==> src/rtl/exec_sequencer.sv <==
// Execute-stage sequencer: byte-serial big-endian instruction fetch, memory-port
// ownership between fetch and execute, PC update at retire, and halt on faults.
module exec_sequencer #(
    parameter logic [31:0] RESET_PC   = 32'h0000_0000,
    parameter logic [31:0] NOP_INST   = 32'h0000_0000,
    parameter int          DATA_WIDTH = 8
) (
    input  logic                  i_clk,
    input  logic                  i_rst,
    input  logic [DATA_WIDTH-1:0] i_mem_data,
    output logic [31:0]           o_mem_addr,
    output logic                  o_mem_write,
    output logic [DATA_WIDTH-1:0] o_mem_data,
    output logic [31:0]           o_inst,
    output logic [31:0]           o_pc,
    input  logic [31:0]           i_exe_mem_addr,
    input  logic                  i_exe_mem_write,
    input  logic [DATA_WIDTH-1:0] i_exe_mem_data,
    output logic [DATA_WIDTH-1:0] o_exe_mem_data,
    input  logic                  i_exe_ready,
    input  logic                  i_exe_pc_change,
    input  logic [31:0]           i_exe_new_pc,
    input  logic                  i_exe_invalid_inst,
    output logic                  o_halted,
    output logic [1:0]            o_halt_cause,
    output logic [31:0]           o_retired
);

    typedef enum logic [1:0] {S_FETCH, S_EXEC, S_HALT} state_t;

    localparam logic [1:0] CAUSE_INVALID    = 2'b01;
    localparam logic [1:0] CAUSE_MISALIGNED = 2'b10;

    state_t      state_q, state_d;
    logic [31:0] pc_q, pc_d;
    logic [31:0] inst_q, inst_d;
    logic [31:0] retired_q, retired_d;
    logic [1:0]  k_q, k_d;
    logic [1:0]  cause_q, cause_d;

    always_ff @(posedge i_clk) begin
        if (i_rst) begin
            state_q   <= S_FETCH;
            pc_q      <= RESET_PC;
            inst_q    <= NOP_INST;
            retired_q <= '0;
            k_q       <= '0;
            cause_q   <= '0;
        end else begin
            state_q   <= state_d;
            pc_q      <= pc_d;
            inst_q    <= inst_d;
            retired_q <= retired_d;
            k_q       <= k_d;
            cause_q   <= cause_d;
        end
    end

    always_comb begin
        state_d        = state_q;
        pc_d           = pc_q;
        inst_d         = inst_q;
        retired_d      = retired_q;
        k_d            = k_q;
        cause_d        = cause_q;
        o_mem_addr     = '0;
        o_mem_write    = 1'b0;
        o_mem_data     = '0;
        o_exe_mem_data = '0;
        o_inst         = NOP_INST;

        case (state_q)
            S_FETCH: begin
                o_mem_addr = pc_q + {30'd0, k_q};
                // Lowest address is the most significant byte.
                inst_d[5'd31 - {k_q, 3'b000} -: 8] = i_mem_data;
                k_d = k_q + 2'd1;
                if (k_q == 2'd3)
                    state_d = S_EXEC;
            end
            S_EXEC: begin
                o_inst         = inst_q;
                o_mem_addr     = i_exe_mem_addr;
                o_mem_write    = i_exe_mem_write;
                o_mem_data     = i_exe_mem_data;
                o_exe_mem_data = i_mem_data;
                if (i_exe_invalid_inst) begin
                    state_d = S_HALT;
                    cause_d = CAUSE_INVALID;
                end else if (i_exe_ready && i_exe_pc_change && (i_exe_new_pc[1:0] != 2'b00)) begin
                    state_d = S_HALT;
                    cause_d = CAUSE_MISALIGNED;
                end else if (i_exe_ready) begin
                    pc_d      = i_exe_pc_change ? i_exe_new_pc : pc_q + 32'd4;
                    retired_d = retired_q + 32'd1;
                    state_d   = S_FETCH;
                end
            end
            S_HALT: begin
                // Parked: port idle, only reset leaves this state.
            end
            default: state_d = S_FETCH;
        endcase
    end

    assign o_pc         = pc_q;
    assign o_halted     = (state_q == S_HALT);
    assign o_halt_cause = cause_q;
    assign o_retired    = retired_q;

endmodule

==> config.mk <==
export PLATFORM = sky130hd
export DESIGN_NAME = exec_sequencer
export DESIGN_NICKNAME = d
export VERILOG_FILES = /design/src/rtl/exec_sequencer.sv
export SDC_FILE = /design/constraint.sdc
export NUM_CORES = 1
export LEC_CHECK = 0
export ABC_AREA = 1
export CAP_MARGIN = 20
export CELL_PAD_IN_SITES_DETAIL_PLACEMENT = 2
export CELL_PAD_IN_SITES_GLOBAL_PLACEMENT = 2
export CORE_MARGIN = 2
export CORE_UTILIZATION = 21
export DETAILED_ROUTE_END_ITERATION = 12
export PLACE_DENSITY_LB_ADDON = 0.1
export SLEW_MARGIN = 5
export SYNTH_ARGS = -nofsm -noshare
export SYNTH_HDL_FRONTEND = slang
export SYNTH_SLANG_ARGS = --single-unit
==> constraint.sdc <==
create_clock -name i_clk -period 1.9 [get_ports i_clk]
set_input_delay 0.19 -clock i_clk [delete_from_list [all_inputs] [get_ports i_clk]]
set_output_delay 0.19 -clock i_clk [all_outputs]
set_load 0.02 [all_outputs]
Word-level counts from Yosys, hierarchy flattened
Index checks and enable logic that the tools add are counted.

Output and inout bits: 148. Input bits: 86. Register bits: 102. Logic and storage cells: 44.

Eq/ne operators: 5. Shift operators: 2. Bitwise logic cells: 3. Mux-type cells: 14. Add/subtract/negate cells: 6. Reduce and logical (&&, ||, !) cells: 8.

Operators with widths (number): 2-to-1 mux 32 bit (2); one-hot mux 32 bit (2 select lines) (1); variable shift 8 x 7 -> 39 bit (first input constant) (1); variable part select 8 x 7 -> 39 bit (1); adder 32 x 1 -> 32 bit (second input constant) (1); adder 32 x 2 -> 32 bit (1); adder 32 x 3 -> 32 bit (second input constant) (1); bitwise mux 32 bit (1); 2-to-1 mux 8 bit (2); 2-to-1 mux 2 bit (6); negator 5 -> 7 bit (1); one-hot mux 2 bit (3 select lines) (1); subtractor 5 bit (first input constant) (1); equality test 2 bit (second input constant) (2); != test 4 bit (second input constant) (1); AND reduction 4 bit (1); nonzero test 2 bit (2); inverter 1 bit (3); AND reduction 3 bit (1); adder 2 x 1 -> 2 bit (second input constant) (1); equality test 2 x 1 -> 1 bit (second input constant) (1); logical AND 1 bit (2); logical NOT 2 bit (1); != test 2 bit (second input constant) (1); other kinds (2) (2).

Longest topological paths before layout
Gate-level depths: netlist of the first run.

Depth after elaboration: 5. Gate-level depth with buffers: 11. Mapped depth without buffers: 10.

Worst setup path after synthesis of the first run
Ideal clock, no wire load.

Path kind: register to output. Start point: register pc_q[0] (netlist: o_pc[0]). End point: output o_mem_addr[4]. Buffers on the path: 1. Setup slack: -443 ps. Arrival: 2153 ps. Stages on the path, launching flop included: 7. Path through: dfxtp_1 > ha_1 > fa_1 > inv_1 > clkbuf_1 > nor2_1 > o31ai_1.

Word-level cells in the longest chain between the ends: 2.

Ends and longest elaborated chain: start: declaration (line 35) `logic [31:0] pc_q, pc_d;`; start signal: assignment (line 51) `pc_q <= pc_d;`; adder 32 x 2 -> 32 bit (line 74) `o_mem_addr = pc_q + {30'd0, k_q};`; one-hot mux 32 bit (2 select lines) (line 72) `case (state_q)`; end: declaration (line 11) `output logic [31:0] o_mem_addr,`.

No other way between the ends.

Worst setup path in the final report of the first run
Start point: register k_q[1]. End point: output o_mem_addr[8].

Word-level cells in the longest chain between the ends: 2.

Ends and longest elaborated chain: start: declaration (line 38) `logic [1:0] k_q, k_d;`; start signal: assignment (line 54) `k_q <= k_d;`; adder 32 x 2 -> 32 bit (line 74); one-hot mux 32 bit (2 select lines) (line 72).

No other way between the ends.

==> results of run 1 <==
==> sequential cells by signal (all words and copies together), names as in the netlist <==
name and cells:
inst_q 32, k_q 2, o_halt_cause 2, o_pc 32, o_retired 32, state_q 2
==> cells in the final DEF, fill, tap and decap left out, types with 12 or more instances in the layout <==
cell type / Yosys / final
nor2_4: 4 / 25
a31oi_1: 21 / 20
buf_12: 0 / 12
nor2_2: 14 / 25
dlygate4sd2_1: 0 / 49
o21ai_0: 63 / 41
dfxtp_1: 102 / 76
nand2_2: 5 / 38
dfxtp_2: 0 / 17
a211oi_1: 16 / 16
buf_4: 4 / 187
nor2_1: 168 / 136
o21ai_1: 9 / 20
nand2_1: 338 / 297
clkdlybuf4s50_1: 0 / 150
a21oi_1: 78 / 76
inv_1: 128 / 121
nand4_1: 12 / 12
buf_6: 4 / 33
nand3_1: 67 / 51
==> through the flow <==
step           std cells  setup TNS [ns]  hold slack, ns  area [um2]  total power, mW
6_report            1999           -6.07           0.355       12200             5.56
5_1_grt             1999           -8.24           0.377       12200             5.85
4_1_cts             1988           -6.84           0.344       11700             5.62
3_5_place_dp        1950          -11.87           0.459       11000             3.69
3_3_place_gp        1950          -10.67           0.443       11000             3.66
2_1_floorplan       1150               0           0.356        6940             2.97
==> final timing paths <==
path                                 endpoint  slack [ns]
worst max register to register  o_retired[16]        0.09
worst min register to register     inst_q[11]        0.47
worst max-delay path            o_mem_addr[8]       -0.29
worst min-delay path            o_retired[10]        0.35
==> synthesized netlist by cell type (all sizes together) (12+ instances only) <==
| library cell | number |
|---|---|
| nor2 | 188 |
| nand3 | 69 |
| clkbuf | 30 |
| a211oi | 16 |
| a31oi | 21 |
| nand2 | 345 |
| o21ai | 72 |
| a21oi | 78 |
| buf | 15 |
| nand4 | 12 |
| inv | 133 |
| dfxtp | 102 |
| nor3 | 15 |
==> worst max-delay path, stage by stage, from the launching register on <==
cell and delay [ns]:
dfxtp_2 0.35, buf_4 0.15, fa_2 0.42, buf_4 0.19, nand2_2 0.09, a21oi_1 0.07
o21ai_2 0.14, nand2_1 0.07, buf_2 0.16
==> final cells by class <==
cell class	count	area [um2]	share of cell area, %
clock buffer	10	229	1.88
tap	442	553	4.53
multi-input combinational	867	4740	38.8
sequential	102	2100	17.2
inverter	136	532	4.36
timing repair buffer	437	4010	32.9
clock inverter	5	43.8	0.359
==> routing by layer <==
metal,GRT usage (%),vias to the layer above,wire length (um)
li1,-,4489,-
met1,27.4,4479,17000
met2,38.5,168,19000
met3,2.01,26,1280
met4,4.19,0,506
met5,0,-,0
==> cells by family (layout without fill, tap and decap cells) <==
kind of cell | after synthesis | in the layout | share of synthesized area (%)
flops | 102 | 102 | 29.6
fa+ha+maj | 9 | 9 | 1.74
simple gates | 648 | 648 | 40.5
compound gates | 199 | 199 | 16.0
xor+xnor | 11 | 11 | 1.40
buf+inv | 181 | 588 | 10.7
==> what timing repair did <==
item,CTS,global route
setup buffers,22,11
gates cloned,1,0
gates resized for setup,336,113
pin swaps,27,41
setup endpoints to repair,81,38
==> power breakdown <==
part	total, mW	switching [mW]	leakage [nW]	internal (mW)
Combinational	1.37	0.778	4.06	0.590
Clock	1.90	0.992	0.127	0.907
Sequential	2.29	0.0470	0.841	2.24
==> flow_summary_export.csv, run 1 <==
group,metric,value,unit
grt,antenna_found_initial,0,
grt,grt_pass1_wl,55700,um
setup_path,crit_type,"reg -> out",
place,hpwl,28300,um
sta,setup_ws,-0.293,ns
drt,routed_wl,37800,um
run_status,status,"complete, but fails checks",
run,cap_violations,0,
synthesis,yosys-top-cells-area,"dfxtp_1, nand2_1, nor2_1",
clock_tree,cts_hold_buffers,0,
sta,slew_violations,0,
clock_tree,clock_latency,0.36,ns
drt,via_per_inst,4.58,
final_layout,drive_gt1_share,28.2,%
die,initial_utilization,21.2,%
clock_tree,clock_tree.root_cell,"clkbuf_16",
setup_path,worstPathArrival,2.00,ns
power_and_ir_drop,p_leak,5.03,nW
synthesis,synth_edf_count,0,
drt,ant_nets,0,
setup_path,critPathMaxFanout,6,
die,rows,66,
die,die_y,185,um
sta,slew_headroom,63.6,%
die,die_width,185,um
clock_tree,htree_levels,3,
sta,fin_crit,2.19,ns
clock_tree,numCtsBuffers,9,
clock_tree,clock_path_buffers,2,
setup_path,critPathCaptureType,"output port",
drt,drc,0,
drt,num_vias,9162,
sta,tightest_slew,0.545,ns
final_layout,antenna_cells,0,
final_layout,fin_util,37.6,%
sta,clock.fmax,0.456,GHz
setup_path,r2r-start,"state_q[1]",
synthesis,synthCells,1150,
synthesis,yosys_warnings,0,
hold_path,hold_class,"in -> reg",
clock_tree,clk_pin_slew,0.09,ns
clock_tree,clock-sinks,102,
synthesis,seq_area_frac_synth,29.6,%
power_and_ir_drop,powerDensity,455,mW/mm2
run_status,violations,"setup timing",
grt,overflow,0,
hold_path,whs_path_depth,5,
die,pin_count,234,
setup_path,worstRegToRegCells,11,
hold_path,hp-start,"i_rst",
power_and_ir_drop,vdd_drop_max,0.388,mV
synthesis,syn_area_per_cell,6.00,um2
synthesis,synth_area,0.00690,mm2
die,die-area,0.0343,mm2
sta,fin_skew,0.0173,ns
setup_path,crit_required,1.71,ns
synthesis,synth_top_area_share,29.6,%
sta,period_share,115,%
place,place.gp.congestion,0.833,
die,core_area,0.0325,mm2
synthesis,synth_cell_types,47,
drt,drtIter0Drc,220,
sta,setup_viol,31,
place,io_buffers,233,
synthesis,synth_ff_type,"dfxtp_1",
grt,grt_pass1_vias,9718,
place,post-place-ws,-0.516,ns
synthesis,ys_ff_latch,102,
synthesis,synth_nets,1245,
setup_path,critPathLaunch,"k_q[1]",
synthesis,synth_area_leader_cell,"dfxtp_1",
sta,finalHoldViolCount,0,
grt,globalRouteTotalUtil,21.3,%
setup_path,critPathLaunchType,"flip-flop",
grt,grt_max_degree,75,
drt,dr.pass1.iters,4,
clock_tree,cts_tree,"yes",
drt,wl_per_cell,18.9,um
final_layout,fill_cells,3924,
sta,rsz0062_at_grt,"yes",
final_layout,layout.nets,1648,
final_layout,area_delta_synth_final,77.0,%
synthesis,async_reset_ff_share,0,%
No activity file was read; power rests on OpenSTA's default activity.
==> run 2, diff against run 1 <==
--- a/config.mk
+++ b/config.mk
@@ -6,7 +6,7 @@
 export NUM_CORES = 1
 export LEC_CHECK = 0
 export ABC_AREA = 1
-export CAP_MARGIN = 20
+export CAP_MARGIN = 15
 export CELL_PAD_IN_SITES_DETAIL_PLACEMENT = 2
 export CELL_PAD_IN_SITES_GLOBAL_PLACEMENT = 2
 export CORE_MARGIN = 2
==> results of run 2 <==
Same layout as run 1: the final DEF is identical, and so are final timing and power.
